===== src/rtl/vga_layer_renderer.sv =====
// Pixel colour generator: framed field plus NUM_OBJ priority-ordered rectangular sprites,
// with per-frame double-buffered geometry, optional blinking and sprite-0 collision flags.
module vga_layer_renderer #(
  parameter int          NUM_OBJ     = 4,
  parameter int          FIELD_X_BEG = 10,
  parameter int          FIELD_X_END = 629,
  parameter int          FIELD_Y_BEG = 10,
  parameter int          FIELD_Y_END = 469,
  parameter logic [7:0]  FRAME_COLOR = 8'h11,
  parameter logic [7:0]  BG_COLOR    = 8'h00,
  parameter int          BLINK_LOG2  = 5
) (
  input  logic                    clk,
  input  logic                    reset,
  input  logic [9:0]              CounterX,
  input  logic [9:0]              CounterY,
  input  logic                    video_on,
  input  logic                    frame_start,
  input  logic [10*NUM_OBJ-1:0]   obj_x,
  input  logic [10*NUM_OBJ-1:0]   obj_y,
  input  logic [10*NUM_OBJ-1:0]   obj_hw,
  input  logic [10*NUM_OBJ-1:0]   obj_hh,
  input  logic [8*NUM_OBJ-1:0]    obj_color,
  input  logic [NUM_OBJ-1:0]      obj_en,
  input  logic [NUM_OBJ-1:0]      obj_blink,
  output logic [2:0]              r,
  output logic [2:0]              g,
  output logic [1:0]              b,
  output logic                    video_on_o,
  output logic [NUM_OBJ-1:0]      collide
);

  localparam logic [9:0] FXB = 10'(FIELD_X_BEG);
  localparam logic [9:0] FXE = 10'(FIELD_X_END);
  localparam logic [9:0] FYB = 10'(FIELD_Y_BEG);
  localparam logic [9:0] FYE = 10'(FIELD_Y_END);

  logic [10*NUM_OBJ-1:0] sh_x_q, sh_x_d, sh_y_q, sh_y_d;
  logic [10*NUM_OBJ-1:0] sh_hw_q, sh_hw_d, sh_hh_q, sh_hh_d;
  logic [8*NUM_OBJ-1:0]  sh_color_q, sh_color_d;
  logic [NUM_OBJ-1:0]    sh_en_q, sh_en_d, sh_blink_q, sh_blink_d;
  logic [BLINK_LOG2-1:0] frame_cnt_q, frame_cnt_d;
  logic                  any_hit_q, any_hit_d, in_field_q, in_field_d, vid1_q, vid1_d;
  logic [7:0]            hit_col_q, hit_col_d, rgb_q, rgb_d;
  logic                  vid2_q, vid2_d;
  logic [NUM_OBJ-1:0]    acc_q, acc_d, collide_q, collide_d;

  logic [NUM_OBJ-1:0]    hit, new_col;
  logic [10:0]           cx, cy, ox, oy, hw, hh;

  always_comb begin
    // The _d shadow values double as the "effective" geometry, so the frame_start
    // pixel already sees the freshly latched sprites and frame count.
    sh_x_d      = frame_start ? obj_x     : sh_x_q;
    sh_y_d      = frame_start ? obj_y     : sh_y_q;
    sh_hw_d     = frame_start ? obj_hw    : sh_hw_q;
    sh_hh_d     = frame_start ? obj_hh    : sh_hh_q;
    sh_color_d  = frame_start ? obj_color : sh_color_q;
    sh_en_d     = frame_start ? obj_en    : sh_en_q;
    sh_blink_d  = frame_start ? obj_blink : sh_blink_q;
    frame_cnt_d = frame_start ? frame_cnt_q + BLINK_LOG2'(1) : frame_cnt_q;

    cx = {1'b0, CounterX};
    cy = {1'b0, CounterY};
    ox = '0;
    oy = '0;
    hw = '0;
    hh = '0;
    hit = '0;
    for (int unsigned i = 0; i < NUM_OBJ; i++) begin
      ox = {1'b0, sh_x_d[10*i +: 10]};
      oy = {1'b0, sh_y_d[10*i +: 10]};
      hw = {1'b0, sh_hw_d[10*i +: 10]};
      hh = {1'b0, sh_hh_d[10*i +: 10]};
      hit[i] = sh_en_d[i] && !(sh_blink_d[i] && frame_cnt_d[BLINK_LOG2-1]) &&
               (cx + hw >= ox) && (cx <= ox + hw) &&
               (cy + hh >= oy) && (cy <= oy + hh);
    end

    // Colour is selected in stage 1 so a frame_start between stages cannot swap palettes.
    any_hit_d = 1'b0;
    hit_col_d = '0;
    for (int unsigned i = 0; i < NUM_OBJ; i++) begin
      if (hit[i] && !any_hit_d) begin
        any_hit_d = 1'b1;
        hit_col_d = sh_color_d[8*i +: 8];
      end
    end

    in_field_d = (CounterX >= FXB) && (CounterX <= FXE) &&
                 (CounterY >= FYB) && (CounterY <= FYE);
    vid1_d     = video_on;

    new_col = '0;
    for (int unsigned i = 1; i < NUM_OBJ; i++) begin
      new_col[i] = hit[0] && hit[i] && video_on;
    end
    acc_d     = frame_start ? new_col : (acc_q | new_col);
    collide_d = frame_start ? acc_q : collide_q;

    if (!vid1_q)         rgb_d = '0;
    else if (any_hit_q)  rgb_d = hit_col_q;
    else if (in_field_q) rgb_d = BG_COLOR;
    else                 rgb_d = FRAME_COLOR;
    vid2_d = vid1_q;
  end

  always_ff @(posedge clk or negedge reset) begin
    if (!reset) begin
      sh_x_q      <= '0;
      sh_y_q      <= '0;
      sh_hw_q     <= '0;
      sh_hh_q     <= '0;
      sh_color_q  <= '0;
      sh_en_q     <= '0;
      sh_blink_q  <= '0;
      frame_cnt_q <= '0;
      any_hit_q   <= 1'b0;
      in_field_q  <= 1'b0;
      vid1_q      <= 1'b0;
      hit_col_q   <= '0;
      rgb_q       <= '0;
      vid2_q      <= 1'b0;
      acc_q       <= '0;
      collide_q   <= '0;
    end else begin
      sh_x_q      <= sh_x_d;
      sh_y_q      <= sh_y_d;
      sh_hw_q     <= sh_hw_d;
      sh_hh_q     <= sh_hh_d;
      sh_color_q  <= sh_color_d;
      sh_en_q     <= sh_en_d;
      sh_blink_q  <= sh_blink_d;
      frame_cnt_q <= frame_cnt_d;
      any_hit_q   <= any_hit_d;
      in_field_q  <= in_field_d;
      vid1_q      <= vid1_d;
      hit_col_q   <= hit_col_d;
      rgb_q       <= rgb_d;
      vid2_q      <= vid2_d;
      acc_q       <= acc_d;
      collide_q   <= collide_d;
    end
  end

  assign r          = rgb_q[7:5];
  assign g          = rgb_q[4:2];
  assign b          = rgb_q[1:0];
  assign video_on_o = vid2_q;
  assign collide    = collide_q;

endmodule

===== config.mk =====
export PLATFORM = sky130hd
export DESIGN_NAME = vga_layer_renderer
export DESIGN_NICKNAME = d
export VERILOG_FILES = /design/src/rtl/vga_layer_renderer.sv
export SDC_FILE = /design/constraint.sdc
export NUM_CORES = 1
export LEC_CHECK = 0
export ABC_AREA = 1
export BUFFER_PORTS_ARGS = -buffer_cell sky130_fd_sc_hd__buf_2
export CAP_MARGIN = 10
export CORE_AREA = 2 2 212 214
export DETAILED_ROUTE_END_ITERATION = 10
export DIE_AREA = 0 0 214 216
export GPL_TIMING_DRIVEN = 0
export PLACE_DENSITY_LB_ADDON = 0.08
export SLEW_MARGIN = 20
export SYNTH_ARGS = -nofsm -noshare
export SYNTH_HDL_FRONTEND = slang
export SYNTH_SLANG_ARGS = --single-unit
export TNS_END_PERCENT = 30

===== constraint.sdc =====
create_clock -name clk -period 4 [get_ports clk]
set_input_delay 0.8 -clock clk [delete_from_list [all_inputs] [get_ports clk]]
set_output_delay 0.8 -clock clk [all_outputs]
set_load 0.05 [all_outputs]

-- After elaboration in Yosys (flattened, before gate mapping)
Index checks and enable logic that the tools add are counted.
W data, S select, Z words.
- muxes and demuxes: 20
- bitwise operators: 1
- reduce and logical (&&, ||, !) cells: 43
- $lt $le $gt $ge: 20
- add/sub/neg operators: 17
- operators with widths (cell ; count):
    $add A10 B10 Y11 ; 16
    $mux W40 ; 4
    $ge A11 B10 Y1 ; 8
    $le A10 B11 Y1 ; 8
    $mux W8 ; 6
    $logic_and A1 B1 Y1 ; 36
    $mux W32 ; 1
    $ge A10 B4 Y1 const B ; 2
    $mux W4 ; 3
    $le A10 B10 Y1 const B ; 1
    $le A10 B9 Y1 const B ; 1
    $mux W5 ; 2
    $logic_not A1 Y1 ; 7
    $add A5 B1 Y5 const B ; 1
    $mux W1 ; 4
    $or A4 B4 Y4 ; 1
- word-level logic and storage cells: 118
- bits in registers: 233
- input bits: 224

-- Longest topological paths before layout
- depth in word-level cells: 19
- mapped depth: 35

-- Least setup slack after synthesis
OpenSTA, ideal clock, no wires.
- path type: input to register
- start point: input frame_start
- end point: register hit_col_q[0]
- cell stages on the path: 34
- data arrival time: 4.567 ns
- setup slack: -0.633 ns
- path buffers: 4
- setup time: 0.065 ns
- cells stage by stage: buf_4 > inv_2 > buf_2 > buf_2 > buf_2 > or2_2 > o21ai_0 > inv_1 > ha_1 > nand3_1 > nand2_1 > nand2_1 > nand2_1 > a21oi_1 > o21ai_0 > a21oi_1 > o21ai_0 > xor2_1 > ha_1 > inv_1 > nor2_1 > nand3b_1 > nand2_1 > nor2_1 > nand2_1 > nor2_1 > nor2_2 > nand2_4 > nor2_8 > nor2_8 > inv_4 > nor2_8 > nand3_1 > nand2_1
- elaborated cells on any way between the ends: 81
- classes of those cells: 16 x add/sub; 16 x order compare; 15 x mux; 34 x reduce/logical
- RTL lines (item ; line ; text):
    start: declaration ; 18 ; input logic frame_start,
    $mux W40 (*) ; 55 ; sh_y_d = frame_start ? obj_y : sh_y_q;
    named net sh_y_d[11] ; 38 ; logic [10*NUM_OBJ-1:0] sh_x_q, sh_x_d, sh_y_q, sh_y_d;
    $add A10 B10 Y11 / $ge A11 B10 Y1 (equally long branches) ; 77 ; (cy + hh >= oy) && (cy <= oy + hh);
    $le A10 B11 Y1 / $logic_and A1 B1 Y1 (equally long branches) ; 77, 76 ;
    $logic_and A1 B1 Y1 (*) ; 77 ;
    $logic_and A1 B1 Y1 (*) ; 84 ; if (hit[i] && !any_hit_d) begin
    $mux W1 ; 84 ;
    $logic_not A1 Y1 ; 84 ;
    $logic_and A1 B1 Y1 ; 84 ;
    $mux W1 ; 84 ;
    $logic_not A1 Y1 ; 84 ;
    $logic_and A1 B1 Y1 ; 84 ;
    $mux W8 (*) ; 84 ;
    named net hit_col_d[0] ; 44 ; logic [7:0] hit_col_q, hit_col_d, rgb_q, rgb_d;
    end signal: assignment ; 138 ; hit_col_q <= hit_col_d;
    end: declaration ; 44 ;
The timed path passes the listed nets; every way through them passes the cells marked *.
A chain may end at the register's enable or synchronous reset.

-- Worst setup path in the final report
- start point: input frame_start
- end point: register hit_col_q[3]
- elaborated cells on any way between the ends: 81
- classes of those cells: 16 x add/sub; 16 x order compare; 15 x mux; 34 x reduce/logical
- RTL lines (item ; line ; text):
    $mux W40 (*) ; 57 ; sh_hh_d = frame_start ? obj_hh : sh_hh_q;
    named net sh_hh_d[12] ; 39 ; logic [10*NUM_OBJ-1:0] sh_hw_q, sh_hw_d, sh_hh_q, sh_hh_d;
    $add A10 B10 Y11 ; 77 ;
    $ge A11 B10 Y1 ; 77 ;
    $logic_and A1 B1 Y1 ; 76 ; (cx + hw >= ox) && (cx <= ox + hw) &&
    $logic_and A1 B1 Y1 (*) ; 77 ;
    $logic_and A1 B1 Y1 (*) ; 84 ;
    $mux W1 ; 84 ;
    $logic_not A1 Y1 ; 84 ;
    $logic_and A1 B1 Y1 ; 84 ;
    $mux W1 ; 84 ;
    $logic_not A1 Y1 ; 84 ;
    $logic_and A1 B1 Y1 ; 84 ;
    $mux W8 (*) ; 84 ;
    named net hit_col_d[3] ; 44 ;
Marks and branches as above.

==> run metrics <==
initial core utilization 0.448; Distinct cells, synth slightly above 50; initial antenna violation count 6; core box area between 0.04 and 0.05 mm^2; Hold-fix buffers, CTS 0; I/O pin count about 240; count of final max-slew check failures 0; pre-CTS WS -1.94 ns; grt total ovfl 0; overall power about 10 mW; Initial DRC Count 1,227; Worst setup SP type primary input; DIE AREA between 0.04 and 0.05 mm^2; final worst slack -0.0776 ns; DR vias between 15,000 and 20,000; Max Cap Violations 0; Setup Skew roughly 0.018 ns; 1st-pass router iterations 7; worst-skew pair later-pin latency approximately 0.58 ns; area growth from synthesis to layout 28.7%; async set-or-reset flop fraction in the synthesized netlist 1.00; crit path from frame_start; I/O Buffers 235; RSZ-0062 raised after global routing yes; Worst setup EP type register; Horiz. Die Dim approximately 210 um; CTS clk-pin slew, worst paths roughly 0.060 ns; minimum clock period approximately 4.1 ns; DRC errors left 0; Synth Warn # 0; WP buf/inv 8; Die Y about 220 um; layout cell share with drive strength beyond 1 0.262; setup TNS -0.474 ns; register bit total from synthesis roughly 230; most common cell after layout, fill and taps aside nand2_1; Most Frequent Cell on Critical Path nand2_1; Mapped Area about 0.020 mm^2; GPL Wtd Cong 0.906; Reg-to-Reg Start sh_y_q[12]; Root Driver clkbuf_16; Seq/Total Area, Yosys 0.294; total CTS buffers 29; Slew HR 0.645; Max clock buf depth 3; H-tree depth 1; final setup violating endpoints 9; fin crit share 1.02; Routed WL per cell 18.9 um; Worst path slowest cell ha_1; first-pass GRT wire length between 100,000 and 150,000 um; Critical Path RT between 4 and 5 ns; largest net degree at the start of global routing 94; worst vdd ir about 260 uV; worst-margin pin slew around 0.53 ns; pwr/cell area approximately 410 mW/mm^2; failing checks setup timing; total track usage 0.283; EDFF count, synth 0; Fin. Hold Viols 0; WP data arrival ~4.6 ns; leakage power total approximately 13 nW; Synthesized Nets ~3,100; critical path type in2reg; Num Clock Sinks 231; Most used DFF post-synth dfrtp_1; Min-Delay Path Class in2async; CP max stage delay between 0.2 and 0.3 ns; CTS tree done; most frequent cells in the layout 703 x nand2_1, 297 x inv_1, 275 x ha_1, 233 x buf_2, 231 x dfrtp_1; detailed placer's ending HPWL slightly below 50,000 um; num rows 77; Crit path max-delay family simple AND/OR/NAND/NOR gates; vias in the first global route approximately 18,000; Post-Syn Instances approximately 2,600; Avg Cell Area, Syn between 7 and 8 um^2; Nets 3,492; highest clock rate ~250 MHz; total wire length about 67,000 um; r2r setup slk 0.38 ns; post-route ant nets 0; status complete, but fails checks; drt via density a little over 5; crit path max fanout 10
[stage by stage]
step                std cells  utilization  hold WS, ns  cell area, um^2
floorplan                2558            -        0.368            20000
global placement         3385        0.499        0.393            21900
detailed placement       3387        0.500        0.400            21900
CTS                      3517        0.562        0.169            24600
global route             3542        0.576        0.193            25300
finish                   3543        0.576        0.163            25300
[final cells by class]
| type | instances | area, um^2 |
|---|---|---|
| plain buffers | 44 | 669 |
| diodes | 1 | 2.50 |
| multi-input cells | 1958 | 13700 |
| well taps | 592 | 741 |
| clock inverters | 10 | 134 |
| repair inverters | 1 | 11.3 |
| inverters | 328 | 1260 |
| flip-flops and latches | 231 | 5780 |
| fillers | 4110 | 18600 |
| clock buffers | 40 | 807 |
| repair buffers | 338 | 2130 |
[state kept, by name, indices dropped and copies added (netlist names)]
| name | flops |
|---|---|
| any_hit_q | 1 |
| collide | 3 |
| frame_cnt_q | 5 |
| in_field_q | 1 |
| sh_en_q | 4 |
| hit_col_q | 8 |
| rgb_q | 8 |
| vid1_q | 1 |
| sh_hh_q | 40 |
| acc_q | 3 |
| video_on_o | 1 |
| sh_hw_q | 40 |
| sh_blink_q | 4 |
| sh_x_q | 40 |
| sh_y_q | 40 |
| sh_color_q | 32 |
[metal layers]
metal | GRT usage | share of wire
met2 | 0.462 | 0.45
met3 | 0.0409 | 0.059
met1 | 0.390 | 0.46
met4 | 0.0786 | 0.029
met5 | 0 | 0.00055
[final timing paths]
check	to	cells after the start
hold / removal	sh_hw_q[3]	1
min in group clk	vid1_q	1
hold reg to reg	video_on_o	0
setup / recovery	hit_col_q[3]	34
max in group asynchronous	sh_hh_q[34]	3
setup reg to reg	hit_col_q[3]	29
[cells in the mapped netlist, types with 7 or more instances]
| library cell | count | area share |
|---|---|---|
| nand2_1 | 746 | 0.14 |
| inv_1 | 322 | 0.062 |
| ha_1 | 321 | 0.20 |
| dfrtp_1 | 231 | 0.29 |
| a21oi_1 | 166 | 0.042 |
| o21ai_0 | 120 | 0.031 |
| nor2_1 | 109 | 0.021 |
| nand3_1 | 83 | 0.021 |
| or2_2 | 81 | 0.026 |
| xor2_1 | 71 | 0.032 |
| xnor2_1 | 58 | 0.026 |
| nand4_1 | 37 | 0.012 |
| buf_2 | 26 | 0.0066 |
| a21o_1 | 22 | 0.0084 |
| a31oi_1 | 18 | 0.0057 |
| clkbuf_1 | 17 | 0.0033 |
| fa_1 | 16 | 0.016 |
| nor3_1 | 12 | 0.0031 |
| o21a_1 | 9 | 0.0034 |
| nand3b_1 | 8 | 0.0031 |
| o21bai_1 | 8 | 0.0031 |
| o211ai_1 | 7 | 0.0027 |
| o31ai_1 | 7 | 0.0027 |
[power by group]
group | leakage (nW) | internal [mW] | total (mW) | switching, mW
combinational | 10.1 | 2.04 | 4.90 | 2.86
sequential | 2.76 | 2.59 | 2.69 | 0.102
clock | 0.457 | 1.59 | 2.69 | 1.10
[what timing repair did]
item                       4_1_cts  5_1_grt
gates cloned                     8        2
resized for setup              270      103
pin swaps                       82       54
setup endpoints to repair       12       12
setup buffers                   73       24
[kinds of logic (layout without fill, tap and decap cells)]
group / Yosys count / after routing / synth area share
flops: 231 / 231 / 0.294
buf+inv: 374 / 761 / 0.0737
other cells: 1 / 2 / 0.000191
compound gates: 378 / 378 / 0.107
simple gates: 1106 / 1111 / 0.244
fa+ha+maj: 337 / 337 / 0.221
mux: 1 / 1 / 0.000510
xor+xnor: 130 / 130 / 0.0590
No activity file was read; power rests on OpenSTA's default activity.
